--- src/rtl/wb_sequencer_pkg.sv ---
// rtl/wb_sequencer_pkg.sv - shared widths, opcodes, c_sel encodings and FSM states
// The writeback selector mux decodes the same SEL_* values this sequencer drives.
package wb_sequencer_pkg;

   localparam int DATA_W      = 8;
   localparam int INSTR_W     = 16;
   localparam int RADDR_W     = 3;
   localparam int TIMEOUT_CYC = 16;

   localparam logic [3:0] OP_NOP  = 4'd0;
   localparam logic [3:0] OP_ALU  = 4'd1;
   localparam logic [3:0] OP_LD   = 4'd2;
   localparam logic [3:0] OP_LDI  = 4'd3;
   localparam logic [3:0] OP_LINK = 4'd4;
   localparam logic [3:0] OP_MOV  = 4'd5;
   localparam logic [3:0] OP_ST   = 4'd6;
   localparam logic [3:0] OP_HLT  = 4'd7;

   localparam logic [2:0] SEL_RESULT = 3'b000;
   localparam logic [2:0] SEL_DATAIN = 3'b001;
   localparam logic [2:0] SEL_NUM    = 3'b010;
   localparam logic [2:0] SEL_ADDR   = 3'b011;
   localparam logic [2:0] SEL_RY     = 3'b100;

   typedef enum logic [2:0] {
      S_IDLE,
      S_FETCH,
      S_DECODE,
      S_EXEC,
      S_MEM,
      S_WB,
      S_HALT
   } state_t;

endpackage

--- src/rtl/wb_sequencer_if.sv ---
// rtl/wb_sequencer_if.sv - instruction-bus and data-bus handshake bundle
// master = sequencer side, slave = memory/fetch side.
interface wb_sequencer_if;
   import wb_sequencer_pkg::*;

   logic               if_req;
   logic               if_ack;
   logic [INSTR_W-1:0] instr;
   logic               bus_req;
   logic               bus_we;
   logic               bus_ack;

   modport master (
      output if_req, bus_req, bus_we,
      input  if_ack, instr, bus_ack
   );

   modport slave (
      input  if_req, bus_req, bus_we,
      output if_ack, instr, bus_ack
   );

endinterface

--- src/rtl/wb_sequencer_decode.sv ---
// rtl/wb_sequencer_decode.sv - wb_decode: opcode to writeback source / bus-access lookup
// Illegal opcodes fall through to the NOP row (no bus access, no writeback).
module wb_decode
   import wb_sequencer_pkg::*;
(
   input  logic [3:0] op,
   output logic [2:0] c_sel,
   output logic       needs_mem,
   output logic       is_store,
   output logic       writes_rf
);

   always_comb begin
      c_sel     = SEL_RESULT;
      needs_mem = 1'b0;
      is_store  = 1'b0;
      writes_rf = 1'b0;
      case (op)
         OP_ALU:  writes_rf = 1'b1;
         OP_LD: begin
            c_sel     = SEL_DATAIN;
            needs_mem = 1'b1;
            writes_rf = 1'b1;
         end
         OP_LDI: begin
            c_sel     = SEL_NUM;
            writes_rf = 1'b1;
         end
         OP_LINK: begin
            c_sel     = SEL_ADDR;
            writes_rf = 1'b1;
         end
         OP_MOV: begin
            c_sel     = SEL_RY;
            writes_rf = 1'b1;
         end
         OP_ST: begin
            needs_mem = 1'b1;
            is_store  = 1'b1;
         end
         default: ;
      endcase
   end

endmodule

--- src/rtl/wb_sequencer.sv ---
// rtl/wb_sequencer.sv - fetch/decode/exec/mem/writeback sequencer driving c_sel and rf_we
// Optional bus-wait timeout with sticky err: define WB_BUS_TIMEOUT_EN.
module wb_sequencer
   import wb_sequencer_pkg::*;
(
   input  logic               clk,
   input  logic               rst,
   input  logic               start,
   wb_sequencer_if.master     bus,
   output logic [2:0]         c_sel,
   output logic               rf_we,
   output logic [RADDR_W-1:0] rf_waddr,
   output logic [RADDR_W-1:0] rf_raddr_y,
   output logic               pc_inc,
   output logic               busy,
   output logic               halted,
   output logic               err
);

   state_t             state;
   state_t             state_nxt;
   logic [INSTR_W-1:0] ir;
   logic               pc_inc_q;
   logic               pc_inc_nxt;
   logic [3:0]         op;
   logic [2:0]         dec_sel;
   logic               dec_mem;
   logic               dec_store;
   logic               dec_wr;
   logic               timeout;
   logic               in_instr;
   logic               unused_ir;

   assign op        = ir[15:12];
   assign unused_ir = ^ir[5:0];

   wb_decode u_decode (
      .op        (op),
      .c_sel     (dec_sel),
      .needs_mem (dec_mem),
      .is_store  (dec_store),
      .writes_rf (dec_wr)
   );

   always_ff @(posedge clk) begin
      if (rst) begin
         state    <= S_IDLE;
         ir       <= '0;
         pc_inc_q <= 1'b0;
      end else begin
         state    <= state_nxt;
         pc_inc_q <= pc_inc_nxt;
         if (state == S_FETCH && bus.if_ack)
            ir <= bus.instr;
      end
   end

   // pc_inc_nxt covers the paths that skip WB (NOP/illegal and ST); WB raises pc_inc itself.
   always_comb begin
      state_nxt  = state;
      pc_inc_nxt = 1'b0;
      case (state)
         S_IDLE, S_HALT: begin
            if (start)
               state_nxt = S_FETCH;
         end
         S_FETCH: begin
            if (bus.if_ack)
               state_nxt = S_DECODE;
            else if (timeout)
               state_nxt = S_HALT;
         end
         S_DECODE: begin
            if (op == OP_HLT) begin
               state_nxt = S_HALT;
            end else if (dec_mem) begin
               state_nxt = S_MEM;
            end else if (!dec_wr) begin
               state_nxt  = S_FETCH;
               pc_inc_nxt = 1'b1;
            end else begin
               state_nxt = S_EXEC;
            end
         end
         S_EXEC: state_nxt = S_WB;
         S_MEM: begin
            if (bus.bus_ack) begin
               if (dec_store) begin
                  state_nxt  = S_FETCH;
                  pc_inc_nxt = 1'b1;
               end else begin
                  state_nxt = S_WB;
               end
            end else if (timeout) begin
               state_nxt = S_HALT;
            end
         end
         S_WB:    state_nxt = S_FETCH;
         default: state_nxt = S_IDLE;
      endcase
   end

`ifdef WB_BUS_TIMEOUT_EN
   localparam int CNT_W = $clog2(TIMEOUT_CYC + 1);

   logic [CNT_W-1:0] wait_cnt;
   logic             err_q;

   always_ff @(posedge clk) begin
      if (rst) begin
         wait_cnt <= '0;
         err_q    <= 1'b0;
      end else begin
         if (state_nxt != state)
            wait_cnt <= '0;
         else if ((state == S_FETCH || state == S_MEM) && wait_cnt != CNT_W'(TIMEOUT_CYC))
            wait_cnt <= wait_cnt + 1'b1;
         if (timeout)
            err_q <= 1'b1;
      end
   end

   // wait_cnt counts cycles already spent waiting, so the last allowed cycle is TIMEOUT_CYC-1.
   assign timeout = ((state == S_FETCH && !bus.if_ack) || (state == S_MEM && !bus.bus_ack))
                    && wait_cnt == CNT_W'(TIMEOUT_CYC - 1);
   assign err     = err_q;
`else
   assign timeout = 1'b0;
   assign err     = 1'b0;
`endif

   assign in_instr    = state inside {S_DECODE, S_EXEC, S_MEM, S_WB};
   assign c_sel       = in_instr ? dec_sel : SEL_RESULT;
   assign rf_waddr    = in_instr ? ir[11:9] : '0;
   assign rf_raddr_y  = in_instr ? ir[8:6] : '0;
   assign rf_we       = (state == S_WB);
   assign pc_inc      = (state == S_WB) || pc_inc_q;
   assign busy        = !(state == S_IDLE || state == S_HALT);
   assign halted      = (state == S_HALT);
   assign bus.if_req  = (state == S_FETCH);
   assign bus.bus_req = (state == S_MEM);
   assign bus.bus_we  = (state == S_MEM) && dec_store;

endmodule

--- src/flat_wrapper.sv ---
// flat-port wrapper written by rule: the top's interface ports become plain ports
module wb_sequencer_flat import wb_sequencer_pkg::*;
  (clk, rst, start, c_sel, rf_we, rf_waddr, rf_raddr_y, pc_inc, busy, halted, err, bus_if_req, bus_bus_req, bus_bus_we, bus_if_ack, bus_instr, bus_bus_ack);
  wb_sequencer_if bus_i ();
  input  logic clk;
  input  logic rst;
  input  logic start;
  output logic [2:0] c_sel;
  output logic rf_we;
  output logic [RADDR_W-1:0] rf_waddr;
  output logic [RADDR_W-1:0] rf_raddr_y;
  output logic pc_inc;
  output logic busy;
  output logic halted;
  output logic err;
  output wire logic [$bits(bus_i.if_req)-1:0] bus_if_req;
  output wire logic [$bits(bus_i.bus_req)-1:0] bus_bus_req;
  output wire logic [$bits(bus_i.bus_we)-1:0] bus_bus_we;
  input wire logic [$bits(bus_i.if_ack)-1:0] bus_if_ack;
  input wire logic [$bits(bus_i.instr)-1:0] bus_instr;
  input wire logic [$bits(bus_i.bus_ack)-1:0] bus_bus_ack;
  assign bus_if_req = bus_i.if_req;
  assign bus_bus_req = bus_i.bus_req;
  assign bus_bus_we = bus_i.bus_we;
  assign bus_i.if_ack = bus_if_ack;
  assign bus_i.instr = bus_instr;
  assign bus_i.bus_ack = bus_bus_ack;
  wb_sequencer u_core (.clk(clk), .rst(rst), .start(start), .bus(bus_i), .c_sel(c_sel), .rf_we(rf_we), .rf_waddr(rf_waddr), .rf_raddr_y(rf_raddr_y), .pc_inc(pc_inc), .busy(busy), .halted(halted), .err(err));
endmodule
--- config.mk ---
export PLATFORM = sky130hd
export DESIGN_NAME = wb_sequencer_flat
export DESIGN_NICKNAME = d
export VERILOG_FILES = /design/src/rtl/wb_sequencer_pkg.sv /design/src/rtl/wb_sequencer_if.sv /design/src/rtl/wb_sequencer_decode.sv /design/src/rtl/wb_sequencer.sv /design/src/flat_wrapper.sv
export SDC_FILE = /design/constraint.sdc
export NUM_CORES = 1
export LEC_CHECK = 0
export BUFFER_PORTS_ARGS = -buffer_cell sky130_fd_sc_hd__buf_2
export CORE_AREA = 2 2 46 48
export CTS_BUF_LIST = sky130_fd_sc_hd__clkbuf_2 sky130_fd_sc_hd__clkbuf_4 sky130_fd_sc_hd__clkbuf_8
export DETAILED_ROUTE_END_ITERATION = 8
export DIE_AREA = 0 0 48 50
export GPL_TIMING_DRIVEN = 0
export PLACE_DENSITY = 0.78
export SLEW_MARGIN = 0
export SYNTH_ARGS = -nofsm -noshare
export SYNTH_HDL_FRONTEND = slang
export SYNTH_HIERARCHICAL = 1
export SYNTH_SLANG_ARGS = --single-unit
--- constraint.sdc ---
create_clock -name clk -period 1.55 [get_ports clk]
set_clock_uncertainty 0.05 [all_clocks]
set_input_delay 0.155 -clock clk [delete_from_list [all_inputs] [get_ports clk]]
set_output_delay 0.155 -clock clk [all_outputs]
set_load 0.05 [all_outputs]
**Word-level counts from Yosys, hierarchy flattened**

Index checks and enable logic that the tools add are counted.

- Bits in registers: 20
- Bits of input ports: 21
- Output and inout bits: 17

- Equality and inequality tests: 16
- Muxes and demuxes: 21
- Reductions and logical operators: 11

Operator list:

| kind | count |
|---|---|
| 3-bit two-way mux | 9 |
| 3-bit one-hot mux with 6 select lines | 1 |
| 4-bit by 3-bit == test with 1-bit output, second input constant | 4 |
| 3-bit one-hot mux with 4 select lines | 1 |
| 3-bit == test, second input constant | 3 |
| 4-bit by 2-bit == test with 1-bit output, second input constant | 2 |
| 1-bit two-way mux | 8 |
| 3-bit by 2-bit == test with 1-bit output, second input constant | 2 |
| 5-bit OR reduction | 1 |
| 4-bit by 1-bit == test with 1-bit output, second input constant | 1 |
| 2-bit by 1-bit inequality test with 1-bit output, second input constant | 2 |
| 4-bit nonzero test | 1 |
| 2-bit OR reduction | 2 |
| 3-bit by 1-bit == test with 1-bit output, second input constant | 1 |
| 3-bit zero test | 1 |
| 3-bit AND reduction | 1 |
| 1-bit logical AND | 2 |
| 1-bit logical OR | 2 |
| 2-bit two-way mux | 1 |
| 2-bit inequality test, second input constant | 1 |
| 1-bit one-hot mux with 2 select lines | 1 |
| 1-bit zero test | 1 |

**Logic depth before layout (Yosys ltp)**

Gate-level depths: netlist (run 1).

- Depth after elaboration: 7
- Depth in mapped cells: 6
- Mapped depth without buffers: 6

**Modules after synthesis**

Netlist (run 1), hierarchy kept.

Modules (own cells, without submodules):

| module | instances | cells an instance | area an instance (um^2) | seq. area each (um^2) |
|---|---|---|---|---|
| wb_sequencer | 1 | 107 | 789.5 | 280.3 |
| wb_decode | 1 | 10 | 78.8 | 0.0 |

**Worst setup path after synthesis (run 1)**

No wires, ideal clock.

- Path kind: register to register
- From: register u_core.state[0]
- To: register u_core.state[0]
- Setup time: 70 ps
- Arrival time: 1,879 ps
- Required time: 1,430 ps
- Slack: -449 ps
- Cell stages (with the launch flop): 5
- Path buffers: 1
- Clock period less this slack: 1,999 ps
- Cell sequence: dfxtp_1 buf_4 inv_2 nor3_1 o2bb2ai_1

- Elaborated cells on any way between the ends: 13

RTL lines:

| item | RTL line | source |
|---|---|---|
| from (decl) | wb_sequencer.sv:20 | `state_t state;` |
| from (signal assigned) | wb_sequencer.sv:51 | `state <= state_nxt;` |
| 3-bit by 1-bit == test with 1-bit output * | - |  |
| via bus_if_req | flat_wrapper.sv:16 | `output wire logic [$bits(bus_i.if_req)-1:0] bus_if_req;` |
| 2-bit by 1-bit inequality test with 1-bit output (no source line) | - |  |
| 3-bit AND reduction (no source line) | - |  |

Mark *: on every way through the listed nets, which the timed path passes. The rest lies on a longest branch.
A chain may end at the register's enable or synchronous reset.

**Worst setup path after layout (run 1)**

- From: register u_core.state[1]
- To: output c_sel[1]

- Word-level cells in the longest chain between the ends: 3
- Elaborated cells on any way between the ends: 6

Ends and longest elaborated chain:

| item | RTL line | source |
|---|---|---|
| 3-bit by 2-bit == test with 1-bit output / 3-bit == test (equally long branches) | wb_sequencer.sv:132 | `assign in_instr = state inside {S_DECODE, S_EXEC, S_MEM, S_WB};` |
| 4-bit nonzero test * | wb_sequencer.sv:132 |  |
| 3-bit two-way mux * | wb_sequencer.sv:133 | `assign c_sel = in_instr ? dec_sel : SEL_RESULT;` |
| to (decl) | flat_wrapper.sv:8 | `output logic [2:0] c_sel;` |

Every way passes the cells marked *; elsewhere a longest branch is shown, timed or not.

==> flow_summary.yaml, run 1 <==
sta:
  fin_tns_setup_ns: -1.28
  finalWorstSetupSlack_ns: -0.136
  hold_viol: 0
  final_max_slew_viol_count: 0
  rsz0062_at_grt: "yes"
  final.min_clock_period_ns: 1.69
  setup_violations: 12
  fin_crit_sh_pct: 109
  max_freq_mhz: 593
  whs_ns: 0.0491
critical_path:
  critPathLaunchType: "register"
  path_class: "reg2out"
  crit_chain: "buf_6 -> xor2_4 -> buf_6 -> and2_1 -> buf_6"
  reg2regPathDepth: 7
  slowest_delay_ns: 0.36
  cp_max_fo: 7
  critical-path-slowest-cell: "dfxtp_2"
  cp.arrival_ns: 1.48
  r2r_end: "u_core/state[1]"
  r2r-start: "u_core/ir[14]"
  crit_top_cell: "buf_6"
  ff2ff_setup_slack_ns: 0.06
  end_kind: "primary output"
  required_ns: 1.34
global_route:
  grt.total_usage_pct: 24.0
  grt_first_pass_wirelength_um: 4170
  first_global_vias: 993
  grt.overflow.total: 0
  grt_max_degree: 11
  antenna_found_initial: 0
yosys:
  syn_avg_cell_area_um2: 7.42
  ys_seq_area_share_pct: 32.3
  synth.net_count: 138
  synthCells: 117
  syn-cell-area_um2: 868
  synth-seq-cells: 14
  ys.warnings.count: 6
  synth_edf_count: 0
  ys_async_sr_fraction_pct: 0
  synth_ff_type: "dfxtp_1"
  ys_types: 35
floorplan:
  rows: 16
  die_w_um: 48
  ios: 38
  die_h_um: 50
  core_mm2: 0.00190
  start_util_pct: 45.7
  dieArea_mm2: 0.00240
status:
  outcome: "finished with violations"
  violations: "negative setup slack"
hold_path:
  hold_class: "in2reg"
  hold_depth: 3
  hold_start: "bus_instr[15]"
  min_to: "u_core/ir[15]"
power:
  p_comb_share_pct: 50.9
  power.total_mw: 1.45
  internal-power_uw: 862
  swShare_pct: 40.4
  power.share.clock_pct: 18.7
  power_frac_seq_pct: 30.5
  vdd_ir_drop_max_mv: 0.890
  power_density_mw_per_mm2: 961
  p_switching_uw: 583
  p_leak_nw: 0.649
route:
  firstDrtPassIters: 4
  wl_per_cell_um: 14.6
  drtAntennaViolNets: 0
  via_count: 1066
  routed_wl_um: 2880
  vias_per_cell: 5.41
  drc_errors: 0
  drtIter0Drc: 27
clocking:
  htree_levels: 1
  cts_sinks: 14
  holdBufCountCts: 0
  cts_tree: "built"
  cts_buffers: 3
  clkLatencyLatePin_ns: 0.28
  clockBufferDepth: 2
  cts-root-buf: "clkbuf_4"
  clk_pin_slew_ns: 0.09
placed_design:
  place_congestion: 0.847
  dpl-instance-area_mm2: 0.00108
  hpwl_um: 1480
  place.port_buffers: 30
  placed_cells: 174
  dp_worst_setup_slack_ns: 0.0297
final_layout:
  drive_above_1_share_pct: 51.8
  area_delta_synth_final_pct: 73.2
  final_nets: 192
  utilization_pct: 79.1
  antenna_cells: 0
  stdcell_area_mm2: 0.00150
  final_cells: 197
job:
  maxCapViolations: 0
==> synthesized netlist by cell type, types with 2 or more instances <==
cell	number	area (um^2)
nand3_1	3	15.0
nor3b_2	2	25.0
nor2_1	8	30.0
o2bb2ai_1	2	17.5
inv_1	2	7.51
o21ai_1	2	10.0
dfxtp_1	14	280
a21oi_1	13	65.1
nand2b_1	3	18.8
buf_4	5	37.5
nor3_1	4	20.0
a31oi_1	2	12.5
and2_1	11	68.8
nand2_1	25	93.8
==> worst max-delay path by stage <==
| stage | startpoint | to | slack (ns) | cells after the start |
|---|---|---|---|---|
| after floorplan | u_core/ir[13] | u_core/pc_inc_q | -0.009 | 5 |
| after global placement | u_core/ir[14] | c_sel[1] | 0.05 | 4 |
| after detailed placement | u_core/ir[14] | c_sel[1] | 0.03 | 4 |
| after CTS | u_core/ir[13] | c_sel[1] | -0.09 | 4 |
| after global routing | u_core/ir[12] | bus_bus_we | -0.19 | 4 |
| final | u_core/state[1] | c_sel[1] | -0.14 | 5 |
==> cell type report <==
cell class / count / area (um^2)
plain buffers: 7 / 63.8
clock buffers: 4 / 36.3
fillers: 126 / 398
inverters: 3 / 13.8
multi-input cells: 93 / 636
flip-flops and latches: 14 / 297
well taps: 27 / 33.8
repair buffers: 49 / 424
==> cells in the final DEF, fill, tap and decap left out, types with 2 or more instances in the layout <==
master      n
buf_8      10
buf_2      15
and2_4     10
o21ai_1     2
nor3b_4     2
nand2b_1    2
buf_4      20
a21oi_1    13
nor2_4      2
buf_6       9
dfxtp_4     4
dfxtp_1     9
nor2_1      7
nor3_1      2
nand2_1    25
nand2b_4    2
a31oi_1     2
nand3_1     2
inv_1       2
clkbuf_4    4
o2bb2ai_1   2
==> layer usage <==
metal,track usage (%),up-vias,part of all wire [%]
met3,2.56,6,8.7
li1,-,496,-
met4,10.8,0,0.83
met1,28.6,490,39
met2,40.9,74,52
met5,0,-,0
==> worst max-delay path: cells and delay by family (launching register included) <==
family | cells | cell delay, ns
xor gates and xnor gates | 1 | 0.23
buffers and inverters | 3 | 0.47
DFF | 1 | 0.36
and+or+nand+nor | 1 | 0.13
==> registers in the layout (all words and copies together), names as in the netlist <==
register         flops
u_core/ir           10
u_core/state         3
u_core/pc_inc_q      1
==> power groups by stage <==
stage                     logic, mW  clock network [mW]  registers [mW]
after detailed placement      0.483                   0           0.453
after CTS                     0.619               0.276           0.436
after global routing          0.775               0.291           0.443
final                         0.735               0.270           0.441
after global placement        0.471                   0           0.449
after floorplan               0.383                   0           0.444
==> cell families (layout without fill, tap and decap cells) <==
kind of cell	Yosys count	after routing	synth area share [%]
xor+xnor	2	2	2.02
flops	14	14	32.3
compound gates	24	24	16.6
simple gates	65	65	40.9
other cells	1	1	0.432
mux	1	1	1.15
buf+inv	10	63	6.63
==> what timing repair did <==
action                                  4_1_cts  5_1_grt
pin swaps                                    10        3
endpoints found under the setup margin       15       26
buffers inserted                             12        6
gates resized for setup                      60       12
cloned                                        1        0
(Power assumes the default switching activity.)
==> run 2: changes to the inputs <==
--- a/config.mk
+++ b/config.mk
@@ -6,12 +6,15 @@
 export NUM_CORES = 1
 export LEC_CHECK = 0
 export BUFFER_PORTS_ARGS = -buffer_cell sky130_fd_sc_hd__buf_2
-export CORE_AREA = 2 2 46 48
+export CELL_PAD_IN_SITES_DETAIL_PLACEMENT = 1
+export CELL_PAD_IN_SITES_GLOBAL_PLACEMENT = 1
+export CORE_AREA = 2 2 55 57
 export CTS_BUF_LIST = sky130_fd_sc_hd__clkbuf_2 sky130_fd_sc_hd__clkbuf_4 sky130_fd_sc_hd__clkbuf_8
+export CTS_CLUSTER_SIZE = 20
 export DETAILED_ROUTE_END_ITERATION = 8
-export DIE_AREA = 0 0 48 50
+export DIE_AREA = 0 0 57 59
 export GPL_TIMING_DRIVEN = 0
-export PLACE_DENSITY = 0.78
+export PLACE_DENSITY = 0.77
 export SLEW_MARGIN = 0
 export SYNTH_ARGS = -nofsm -noshare
 export SYNTH_HDL_FRONTEND = slang
==> run 2 against run 1 <==
Effect of this change:
- the flow still finishes with violations (negative setup slack)
- sequential share of layout area up 0.70 points
- total power down 2.9%
- wire length up 9.6%
- count of clock-buffer cells in the layout unchanged
- final cell count up 0.51%
- critical path depth down 1
- flip-flop and latch count unchanged
- via count down 3.8%
==> flow_summary.yaml, run 2 (synthesis results as in run 1) <==
placed_design:
  dp_worst_setup_slack_ns: -0.0358
  place.port_buffers: 30
  hpwl_um: 1880
  dpl-instance-area_mm2: 0.00109
  place_congestion: 0.812
global_route:
  first_global_vias: 1156
  met2_usage_pct: 41.5
  grt_use_met1_pct: 21.2
  use_met3_pct: 3.93
  grt_max_degree: 11
  grt_busiest_layer: "met2"
  grt.overflow.total: 0
  grt_first_pass_wirelength_um: 5230
  grt.total_usage_pct: 20.3
  antenna_found_initial: 0
route:
  drtAntennaViolNets: 0
  via_count: 1025
  firstDrtPassIters: 4
  drc_errors: 0
  drtIter0Drc: 22
  vias_per_cell: 5.18
  routed_wl_um: 3160
  wl_per_cell_um: 15.9
final_layout:
  area_delta_synth_final_pct: 71.5
  regMostFlops: "u_core/ir"
  stdcell_area_mm2: 0.00149
  utilization_pct: 54.9
  drive_above_1_share_pct: 52.1
  largest_reg_flops: 10
  antenna_cells: 0
  layout_common_cells: "nand2_1, buf_4, buf_2, a21oi_1"
  reg_top3: "u_core/ir x10, u_core/state x3, u_core/pc_inc_q x1"
  layout_commonest_cell: "nand2_1"
  final_nets: 189
floorplan:
  die_h_um: 59
  dieArea_mm2: 0.00336
  die_w_um: 57
  ios: 38
  core_mm2: 0.00271
  rows: 19
  start_util_pct: 32.0
clocking:
  cts-root-buf: "clkbuf_4"
  clk_pin_slew_ns: 0.09
  clkLatencyLatePin_ns: 0.29
  cts_buffers: 3
  cts_tree: "built"
  htree_levels: 1
  cts_sinks: 14
  clockBufferDepth: 2
sta:
  rsz0062_at_grt: "yes"
  final_max_slew_viol_count: 0
  fin_crit_sh_pct: 108
  setup_violations: 10
  max_freq_mhz: 597
  final.min_clock_period_ns: 1.67
  finalWorstSetupSlack_ns: -0.125
  hold_viol: 0
critical_path:
  required_ns: 1.34
  cp_max_fo: 4
  critPathLaunchType: "register"
  reg2regPathDepth: 6
  end_kind: "primary output"
  path_class: "reg2out"
  cp.arrival_ns: 1.47
status:
  violations: "negative setup slack"
  outcome: "finished with violations"
hold_path:
  hold_class: "in2reg"
  hold_depth: 3
power:
  p_leak_nw: 0.628
  power_density_mw_per_mm2: 943
  vdd_ir_drop_max_mv: 0.720
  power.total_mw: 1.40
job:
  maxCapViolations: 0
-- run 2: cell types whose count changed in the layout (fill, tap and decap cells not counted), sizes merged --
cell    before  now
clkbuf       6    7
buf         54   50
-- run 2: routing by layer --
layer / share of wire (%) / vias up / wire length [um]
met1: 39 / 496 / 1250
met3: 5.0 / 6 / 159
li1: - / 492 / -
met4: 1.8 / 0 / 57
met2: 54 / 31 / 1690
met5: 0 / - / 0
-- run 2: worst paths after layout --
| path | start | end | slack, ns |
|---|---|---|---|
| worst min-delay path | bus_instr[13] | u_core/ir[13] | 0.04 |
| worst max-delay path | u_core/ir[13] | c_sel[1] | -0.12 |
| worst min register to register | u_core/ir[11] | u_core/ir[11] | 0.42 |
| worst max register to register | u_core/state[2] | u_core/ir[15] | 0.17 |
-- run 2: worst max-delay path, cell delays in order (launching register included) --
cell,delay [ns]
dfxtp_4,0.36
or3b_1,0.39
a21oi_2,0.13
and2_4,0.16
buf_8,0.14
-- run 2: repair_timing --
| action | in CTS | in global routing |
|---|---|---|
| setup endpoints to repair | 16 | 27 |
| pin swaps | 10 | 6 |
| gates resized for setup | 57 | 18 |
| hold buffers | 0 | 0 |
| cloned | 1 | 0 |
| buffers inserted | 15 | 2 |
-- run 2: layout make-up --
cell class	count	area (um^2)
fillers	338	1220
repair buffers	48	428
well taps	31	38.8
flip-flops and latches	14	304
clock buffers	4	36.3
plain buffers	5	41.3
multi-input cells	93	627
inverters	3	13.8
-- run 2: where the power goes --
part / switching (mW) / internal (mW)
Clock: 0.133 / 0.143
Combinational: 0.392 / 0.283
Sequential: 0.0498 / 0.404
-- run 2: metrics by stage --
stage	setup TNS [ns]	hold slack, ns	std cells
after global routing	-0.947	0.0340	198
final	-0.276	0.0430	198
after floorplan	-0.0144	0.231	117
after CTS	-0.892	0.0271	198
after global placement	0	0.346	178
after detailed placement	-0.164	0.347	178
